File: src/rtl/mem_arbiter.sv
// Shared memory-port arbiter between the fetch (F) and data (C) stages.
// One transaction outstanding at a time. Data has priority over fetch, and a
// starvation counter bounds how many data grants can pass a waiting fetch.
// A branch flush drops the response of an owned in-flight fetch.
module mem_arbiter #(
  parameter int unsigned ADDR_W   = 32,
  parameter int unsigned DATA_W   = 32,
  parameter int unsigned MAX_WAIT = 3
) (
  input  logic              clock,
  input  logic              reset,
  // fetch port
  input  logic              i_req,
  input  logic [ADDR_W-1:0] i_addr,
  input  logic              i_flush,
  output logic              i_gnt,
  output logic              i_rvalid,
  output logic [DATA_W-1:0] i_rdata,
  // data port
  input  logic              d_req,
  input  logic              d_we,
  input  logic [ADDR_W-1:0] d_addr,
  input  logic [DATA_W-1:0] d_wdata,
  output logic              d_gnt,
  output logic              d_rvalid,
  output logic [DATA_W-1:0] d_rdata,
  // memory port
  output logic              m_req,
  output logic              m_we,
  output logic [ADDR_W-1:0] m_addr,
  output logic [DATA_W-1:0] m_wdata,
  input  logic              m_ready,
  input  logic              m_rvalid,
  input  logic [DATA_W-1:0] m_rdata,
  output logic              busy
);

  typedef enum logic [1:0] {
    IDLE  = 2'd0,
    ISSUE = 2'd1,
    WAIT  = 2'd2
  } state_t;

  localparam logic [3:0] MAX_CNT = 4'(MAX_WAIT);

  state_t     state;
  logic [3:0] starve_cnt;
  logic       owner_fetch;
  logic       drop;
  logic       starved;

  // Combinational grant in IDLE; gated by reset so both grants read 0 while
  // the arbiter is held in reset.
  always_comb begin
    starved = i_req && (starve_cnt == MAX_CNT);
    d_gnt   = reset && (state == IDLE) && d_req && !starved;
    i_gnt   = reset && (state == IDLE) && i_req && !(d_req && !starved);
  end

  // Arbiter FSM with registered memory-side and response outputs.
  always_ff @(posedge clock or negedge reset) begin
    if (!reset) begin
      state       <= IDLE;
      starve_cnt  <= '0;
      owner_fetch <= 1'b0;
      drop        <= 1'b0;
      i_rvalid    <= 1'b0;
      i_rdata     <= '0;
      d_rvalid    <= 1'b0;
      d_rdata     <= '0;
      m_req       <= 1'b0;
      m_we        <= 1'b0;
      m_addr      <= '0;
      m_wdata     <= '0;
      busy        <= 1'b0;
    end else begin
      i_rvalid <= 1'b0;
      d_rvalid <= 1'b0;
      case (state)
        IDLE: begin
          if (!i_req) begin
            starve_cnt <= '0;
          end else if (d_gnt) begin
            if (starve_cnt < MAX_CNT) starve_cnt <= starve_cnt + 4'd1;
          end else if (i_gnt) begin
            starve_cnt <= '0;
          end

          if (d_gnt) begin
            owner_fetch <= 1'b0;
            m_we        <= d_we;
            m_addr      <= d_addr;
            m_wdata     <= d_wdata;
            m_req       <= 1'b1;
            busy        <= 1'b1;
            state       <= ISSUE;
          end else if (i_gnt) begin
            owner_fetch <= 1'b1;
            m_we        <= 1'b0;
            m_addr      <= i_addr;
            m_wdata     <= '0;
            m_req       <= 1'b1;
            busy        <= 1'b1;
            state       <= ISSUE;
          end
        end

        ISSUE: begin
          if (owner_fetch && i_flush) drop <= 1'b1;
          if (m_ready) begin
            m_req <= 1'b0;
            state <= WAIT;
          end
        end

        WAIT: begin
          if (m_rvalid) begin
            // A flush arriving with the response suppresses it directly,
            // since the drop flag would only take effect a cycle late.
            if (owner_fetch) begin
              if (!drop && !i_flush) begin
                i_rvalid <= 1'b1;
                i_rdata  <= m_rdata;
              end
            end else begin
              d_rvalid <= 1'b1;
              d_rdata  <= m_rdata;
            end
            drop  <= 1'b0;
            busy  <= 1'b0;
            state <= IDLE;
          end else if (owner_fetch && i_flush) begin
            drop <= 1'b1;
          end
        end

        default: begin
          state <= IDLE;
          busy  <= 1'b0;
          m_req <= 1'b0;
        end
      endcase
    end
  end

endmodule

File: config.mk
export PLATFORM = sky130hd
export DESIGN_NAME = mem_arbiter
export DESIGN_NICKNAME = d
export VERILOG_FILES = /design/src/rtl/mem_arbiter.sv
export SDC_FILE = /design/constraint.sdc
export NUM_CORES = 1
export LEC_CHECK = 0
export BUFFER_PORTS_ARGS = -buffer_cell sky130_fd_sc_hd__buf_2
export CAP_MARGIN = 15
export CORE_MARGIN = 2
export CORE_UTILIZATION = 40
export CTS_CLUSTER_SIZE = 24
export DETAILED_ROUTE_END_ITERATION = 10
export PLACE_DENSITY = 0.73
export SLEW_MARGIN = 10
export SYNTH_ARGS = -nofsm -noshare
export SYNTH_HDL_FRONTEND = slang
export SYNTH_SLANG_ARGS = --single-unit
export TNS_END_PERCENT = 100
File: constraint.sdc
create_clock -name clock -period 1.9 [get_ports clock]
set_clock_uncertainty 0.2 [all_clocks]
set_input_delay 0.095 -clock clock [delete_from_list [all_inputs] [get_ports clock]]
set_output_delay 0.095 -clock clock [all_outputs]
set_load 0.01 [all_outputs]
==> results of run 1 <==
==> per-layer routing <==
metal	vias up	share of wire, %	track usage (%)
met4	2	3.8	12.9
met2	356	49	40.5
met1	2701	40	28.7
met3	70	7.6	6.89
met5	-	0.064	0
li1	2490	-	-
==> area by class of cell <==
| type | count | area [µm²] | share of cell area [%] |
|---|---|---|---|
| flip-flops and latches | 141 | 3530 | 35.1 |
| repair buffers | 446 | 3270 | 32.5 |
| multi-input cells | 268 | 2380 | 23.7 |
| clock buffers | 17 | 425 | 4.23 |
| well taps | 184 | 230 | 2.29 |
| clock inverters | 15 | 186 | 1.86 |
| inverters | 7 | 30.0 | 0.299 |
==> stage by stage <==
stage               area (µm²)  instances  TNS (ns)  worst slack [ns]
floorplan                 5880        448     -1.76           -0.0612
global placement          7540        889  -0.00196         -0.000479
detailed placement        7540        889     -1.61            -0.102
CTS                       9690       1068     -1.03           -0.0675
global route             10000       1078     -5.64            -0.152
finish                   10000       1078     -2.55           -0.0987
==> tightest hold or removal path, stage by stage <==
cell and delay (ns):
buf_2 0.21, a211oi_2 0.23, a211oi_1 0.07
==> kinds of logic (layout without fill, tap and decap cells) <==
kind of cell / Yosys count / in the layout
and+or+nand+nor: 107 / 107
DFF: 141 / 141
buffers and inverters: 39 / 485
adders and majority gates: 5 / 5
AOI/OAI and AO/OA: 89 / 89
muxes: 67 / 67
==> worst max-delay path by stage <==
stage	to	slack [ns]
after global routing	i_rdata[0]	-0.15
after detailed placement	m_addr[14]	-0.10
final	i_rdata[4]	-0.1
after floorplan	i_rdata[0]	-0.06
after CTS	d_gnt	-0.07
after global placement	i_rdata[29]	-0.0005
==> timing repair <==
action                                 CTS  global route
hold buffers                           135             1
pin swaps                                4             9
setup endpoints to repair               84           114
endpoints found under the hold margin  274             1
gates cloned                             2             6
resized for setup                       11            41
setup buffers                           10             5
==> registers in the layout, indices dropped and copies added, names as in the netlist <==
name	cells
m_wdata	32
busy	1
drop	1
i_rdata	32
owner_fetch	1
d_rdata	32
state	2
m_req	1
starve_cnt	4
i_rvalid	1
d_rvalid	1
m_we	1
m_addr	32
==> report_power, final <==
part | switching, mW | internal, mW
sequential | 0.800 | 4.35
combinational | 2.75 | 2.97
clock | 1.35 | 2.09
total | 4.91 | 9.41
==> placed cells by master, fill, tap and decap left out, types with 3 or more instances in the layout <==
cell type      instances
inv_1                  4
bufinv_16              3
dlygate4sd3_1        135
buf_2                268
mux2_4                30
nor2_1                87
dfrtp_1              141
a211oi_1              18
buf_12                 7
inv_6                  5
a221oi_2              18
buf_6                  6
a211oi_2               4
clkinvlp_4             4
buf_4                 22
mux2_2                37
clkbuf_16             22
a22o_1                33
==> impl_metrics.py, run 1 <==
metrics = {
    "drt": {
        "ant_nets": 0,
        "firstDrtPassIters": 5,
        "dr_total_vias": 5619,
        "routedWlPerCell_um": 18.7,
        "drc_errors": 0,
        "viasPerCell": 5.21,
        "routed_wl_um": 20200,
        "drtIter0Drc": 322,
    },
    "logic_synthesis": {
        "async_flop_share_pct": 100,
        "synthAdderAreaFrac_pct": 1.07,
        "synth-seq-cells": 141,
        "synth-xor-area-share_pct": 0,
        "syn_avg_cell_area_um2": 13.1,
        "synthCells": 448,
        "synthMuxAreaShare_pct": 14.7,
        "syn_nets": 589,
        "yosysMostFrequentCell": "dfrtp_1",
        "yosysSeqAreaShare_pct": 60.2,
        "yosys.area_share.simple_pct": 7.77,
        "synthTopCellsByCount": "dfrtp_1, nor2_1, mux2_2",
        "synth_top_family_by_area": "multiplexers",
        "synth_edf_count": 0,
        "synth_area_leader_cell": "dfrtp_1",
        "synthTopCellsByArea": "dfrtp_1, mux2_4, mux2_2, nor2_1, a22o_1",
        "synth_compound_area_share_pct": 12.6,
        "synth_top_area_share_pct": 60.2,
        "netlist_area_um2": 5860,
        "yosys_warnings": 0,
        "ys_types": 34,
        "synth-main-ff-cell": "dfrtp_1",
    },
    "critical_path": {
        "r2r_cells": 6,
        "worstReg2RegStart": "state[0]",
        "slowest_stage": "or4_4",
        "crit_fanout": 17,
        "startpoint": "state[0]",
        "cp_data_arrival_time_ns": 2.09,
        "r2r-end": "i_rdata[4]",
        "crit_type": "flip-flop to flip-flop",
        "end_kind": "flip-flop",
        "crit_cells": 6,
        "rrSetupSlack_ns": -0.1,
        "crit_path_max_incr_delay_ns": 0.49,
        "start_kind": "flip-flop",
        "cpLargestDelayFamily": "simple AND/OR/NAND/NOR gates",
        "critical_path_buf_inv_count": 2,
        "critPathRequiredTime_ns": 1.99,
        "crit_chain": "inv_2 > ha_4 > nand2_2 > or4_4 > buf_16 > mux2_4",
    },
    "worst_hold_path": {
        "hold_start": "d_req",
        "holdPathStages": 3,
        "hold_class": "input pin to flip-flop",
        "hold_end": "m_addr[2]",
    },
    "floorplanning": {
        "die_area_um2": 15600,
        "io_pins": 271,
        "start_util_pct": 40.6,
        "die_y_um": 125,
        "die_x_um": 125,
        "core_area_um2": 14400,
        "rows": 44,
    },
    "clock_network": {
        "clock_sinks": 141,
        "clock_latency_ns": 0.41,
        "tritoncts": "built",
        "clockBufferDepth": 2,
        "path_clk_slew_ns": 0.06,
        "h-tree-depth": 4,
        "cts_made_buffers": 17,
        "root_buffer": "clkbuf_16",
    },
    "global_route": {
        "grt-ovfl-total": 0,
        "grt_max_degree": 105,
        "grt_use_total_pct": 24.3,
        "first_global_vias": 5875,
        "grt_pass1_wl_um": 30200,
        "antenna_found_initial": 1,
    },
    "sta": {
        "worst_slew_pin_slew_ns": 0.626,
        "fin_crit_ns": 2.00,
        "rsz0062_at_grt": "true",
        "whs_ns": 0.0564,
        "post-route-period-util_pct": 105,
        "drv_slew": 0,
        "fin_ws_ns": -0.0987,
        "final-hold-violation-count": 0,
        "fmax_mhz": 500,
        "setup_viol": 35,
        "maxSlewHeadroom_pct": 58.2,
    },
    "pwr": {
        "p_leak_nw": 5.10,
        "ir_drop_v": 0.000796,
        "power.density_nw_per_um2": 1420,
        "p_total_mw": 14.3,
    },
    "cells_and_area": {
        "finish.utilization_pct": 69.7,
        "fill_cells": 918,
        "final_nets": 1022,
        "drive_gt1_share_pct": 50.6,
        "num_antenna_cells": 0,
        "syn_to_final_growth_pct": 71.4,
    },
    "place": {
        "gp_congestion": 0.854,
        "port_buffers": 270,
        "dp_hpwl_um": 10600,
    },
    "run_status": {
        "violations": "negative setup slack",
        "status": "finished with violations",
    },
    "flow_run": {
        "drv_cap": 0,
    },
}
(Power assumes the default switching activity.)
==> run 2: changes to the inputs <==
--- a/config.mk
+++ b/config.mk
@@ -5,13 +5,14 @@
 export SDC_FILE = /design/constraint.sdc
 export NUM_CORES = 1
 export LEC_CHECK = 0
+export ABC_AREA = 1
 export BUFFER_PORTS_ARGS = -buffer_cell sky130_fd_sc_hd__buf_2
 export CAP_MARGIN = 15
 export CORE_MARGIN = 2
 export CORE_UTILIZATION = 40
 export CTS_CLUSTER_SIZE = 24
 export DETAILED_ROUTE_END_ITERATION = 10
-export PLACE_DENSITY = 0.73
+export PLACE_DENSITY = 0.74
 export SLEW_MARGIN = 10
 export SYNTH_ARGS = -nofsm -noshare
 export SYNTH_HDL_FRONTEND = slang
==> run 2 against run 1 <==
  * The run now ends clean
  * Non-clock buffer count decreased by 15
  * Global-route usage increased by 3.5 points
  * Synthesized area decreased by 4.3%
  * Sequential power decreased by 3%
  * Die area decreased by 4.1%
  * Register-to-register slack improved by 0.20 ns
  * Critical path type is now flip-flop to primary output
==> impl_metrics.py, run 2 <==
metrics = {
    "critical_path": {
        "crit_cells": 7,
        "crit_fanout": 3,
        "end_kind": "primary output",
        "crit_path_max_incr_delay_ns": 0.39,
        "r2r_cells": 10,
        "critical_path_buf_inv_count": 3,
        "rrSetupSlack_ns": 0.10,
        "r2r-end": "m_addr[29]",
        "startpoint": "state[0]",
        "crit_chain": "inv_2 > ha_4 > nand2_4 > nor2_4 > a21boi_4 > buf_12 > buf_6",
        "cp_data_arrival_time_ns": 1.60,
        "critPathRequiredTime_ns": 1.60,
        "start_kind": "flip-flop",
        "worstReg2RegStart": "starve_cnt[0]",
        "crit_type": "flip-flop to primary output",
        "slowest_stage": "dfrtp_1",
        "cpLargestDelayFamily": "flip-flops",
        "crit_path_end": "i_gnt",
    },
    "sta": {
        "final-hold-violation-count": 0,
        "tns_ns": 0,
        "maxSlewHeadroom_pct": 51.3,
        "post-route-period-util_pct": 99.6,
        "whs_ns": 0.00489,
        "fin_crit_ns": 1.89,
        "fmax_mhz": 528,
        "rsz0062_at_grt": "true",
        "fin_ws_ns": 0.00783,
        "worst_slew_pin_slew_ns": 0.730,
        "setup_viol": 0,
        "drv_slew": 0,
    },
    "logic_synthesis": {
        "ys_types": 19,
        "netlist_area_um2": 5610,
        "synth_top_area_share_pct": 62.9,
        "synth_edf_count": 0,
        "yosysMostFrequentCell": "nand2_1",
        "synth-seq-cells": 141,
        "syn_nets": 769,
        "synthTopCellsByCount": "nand2_1, dfrtp_1, o21ai_0",
        "syn_avg_cell_area_um2": 8.94,
        "yosysSeqAreaShare_pct": 62.9,
        "synthTopCellsByArea": "dfrtp_1, nand2_1, o21ai_0, nand3_1, inv_1",
        "async_flop_share_pct": 100,
        "synthCells": 628,
        "synth-main-ff-cell": "dfrtp_1",
        "yosys_warnings": 0,
        "synth_area_leader_cell": "dfrtp_1",
    },
    "cells_and_area": {
        "final_common_cell": "buf_2",
        "regArea_um2": 3530,
        "final_nets": 1188,
        "syn_to_final_growth_pct": 68.0,
        "stdcell_count": 1241,
        "finish.utilization_pct": 68.5,
        "design_area_um2": 9430,
        "drive_gt1_share_pct": 32.9,
        "multi_input_area_um2": 1820,
        "mostFrequentLayoutCells": "buf_2, nand2_1, dfrtp_1",
        "fill_cells": 919,
    },
    "floorplanning": {
        "io_pins": 271,
        "die_y_um": 122,
        "start_util_pct": 40.8,
        "core_area_um2": 13800,
        "die_area_um2": 15000,
        "rows": 43,
        "die_x_um": 122,
    },
    "global_route": {
        "antenna_found_initial": 1,
        "grt-ovfl-total": 0,
        "first_global_vias": 6201,
        "grt_max_degree": 142,
        "grt_pass1_wl_um": 31800,
        "grt_use_total_pct": 27.8,
    },
    "place": {
        "dp.cells": 1057,
        "dp_hpwl_um": 10900,
        "dp_slack_ns": 0.125,
        "port_buffers": 270,
        "place_area_um2": 7200,
        "gp_congestion": 0.802,
    },
    "flow_run": {
        "drv_cap": 0,
    },
    "clock_network": {
        "tritoncts": "built",
        "clock_sinks": 141,
        "cts_made_buffers": 17,
        "root_buffer": "clkbuf_16",
        "h-tree-depth": 4,
        "clock_latency_ns": 0.41,
        "path_clk_slew_ns": 0.06,
        "clockBufferDepth": 2,
    },
    "drt": {
        "viasPerCell": 4.99,
        "drc_errors": 0,
        "routedWlPerCell_um": 16.5,
        "dr_total_vias": 6195,
        "routed_wl_um": 20500,
        "firstDrtPassIters": 5,
        "drtIter0Drc": 544,
        "ant_nets": 0,
    },
    "pwr": {
        "p_total_mw": 13.2,
        "ir_drop_v": 0.000807,
        "power.density_nw_per_um2": 1400,
        "p_leak_nw": 5.18,
    },
    "worst_hold_path": {
        "hold_class": "input pin to flip-flop",
    },
    "run_status": {
        "status": "finished clean",
    },
}
## run 2: kinds of logic (layout without fill, tap and decap cells)
group	count (synthesis)	after routing	synth area share, %
buffers and inverters	82	514	6.20
other	0	1	0
AO/OA/AOI/OAI	73	73	6.75
AND/OR/NAND/NOR	327	327	23.1
flip-flops	141	141	62.9
adder cells (fa/ha/maj)	5	5	1.11
## run 2: worst register-to-register path: cells and delay by family, from the launching register on
| kind | cells | cell delay [ns] |
|---|---|---|
| buf+inv | 4 | 0.40 |
| simple gates | 5 | 0.52 |
| flops | 1 | 0.37 |
| fa+ha+maj | 1 | 0.18 |
## run 2: final cells by class
class | count | share of cell area (%)
Sequential cell | 141 | 37.4
Timing Repair Buffer | 431 | 32.4
Multi-Input combinational cell | 405 | 19.2
Clock buffer | 19 | 4.70
Tap cell | 180 | 2.39
Inverter | 51 | 2.06
Clock inverter | 13 | 1.76
Antenna cell | 1 | 0.0265
## run 2: worst min-delay path by stage
stage | from | endpoint | slack (ns) | cells past startpoint
4_1_cts | reset | starve_cnt[0] | 0.003 | 6
5_1_grt | reset | starve_cnt[1] | 0.09 | 6
2_1_floorplan | reset | busy | -0.40 | 0
3_5_place_dp | d_wdata[16] | m_wdata[16] | 0.09 | 3
3_3_place_gp | d_wdata[2] | m_wdata[2] | 0.09 | 3
6_report | reset | starve_cnt[0] | 0.005 | 6
## run 2: layer usage
layer	part of all wire [%]	up-vias	wire length [µm]	global-route usage [%]
met5	0	-	0	0
met4	5.4	0	1110	18.5
met3	11	86	2330	10.5
met2	46	424	9480	42.3
met1	37	2887	7600	33.0
li1	-	2798	-	-
## run 2: power by group
| part | total (mW) | leakage [nW] | switching [mW] | internal, mW |
|---|---|---|---|---|
| logic | 4.79 | 3.09 | 2.73 | 2.07 |
| registers | 4.98 | 1.80 | 0.732 | 4.24 |
| clock network | 3.39 | 0.290 | 1.29 | 2.11 |
| total | 13.2 | 5.18 | 4.75 | 8.41 |
## run 2: repair_timing
| item | CTS | global route |
|---|---|---|
| hold buffers | 135 | 0 |
| cloned | 3 | 0 |
| endpoints found under the hold margin | 278 | 0 |
| pin swaps | 4 | 4 |
| setup buffers | 9 | 4 |
| gates resized for setup | 13 | 12 |
| endpoints found under the setup margin | 2 | 81 |
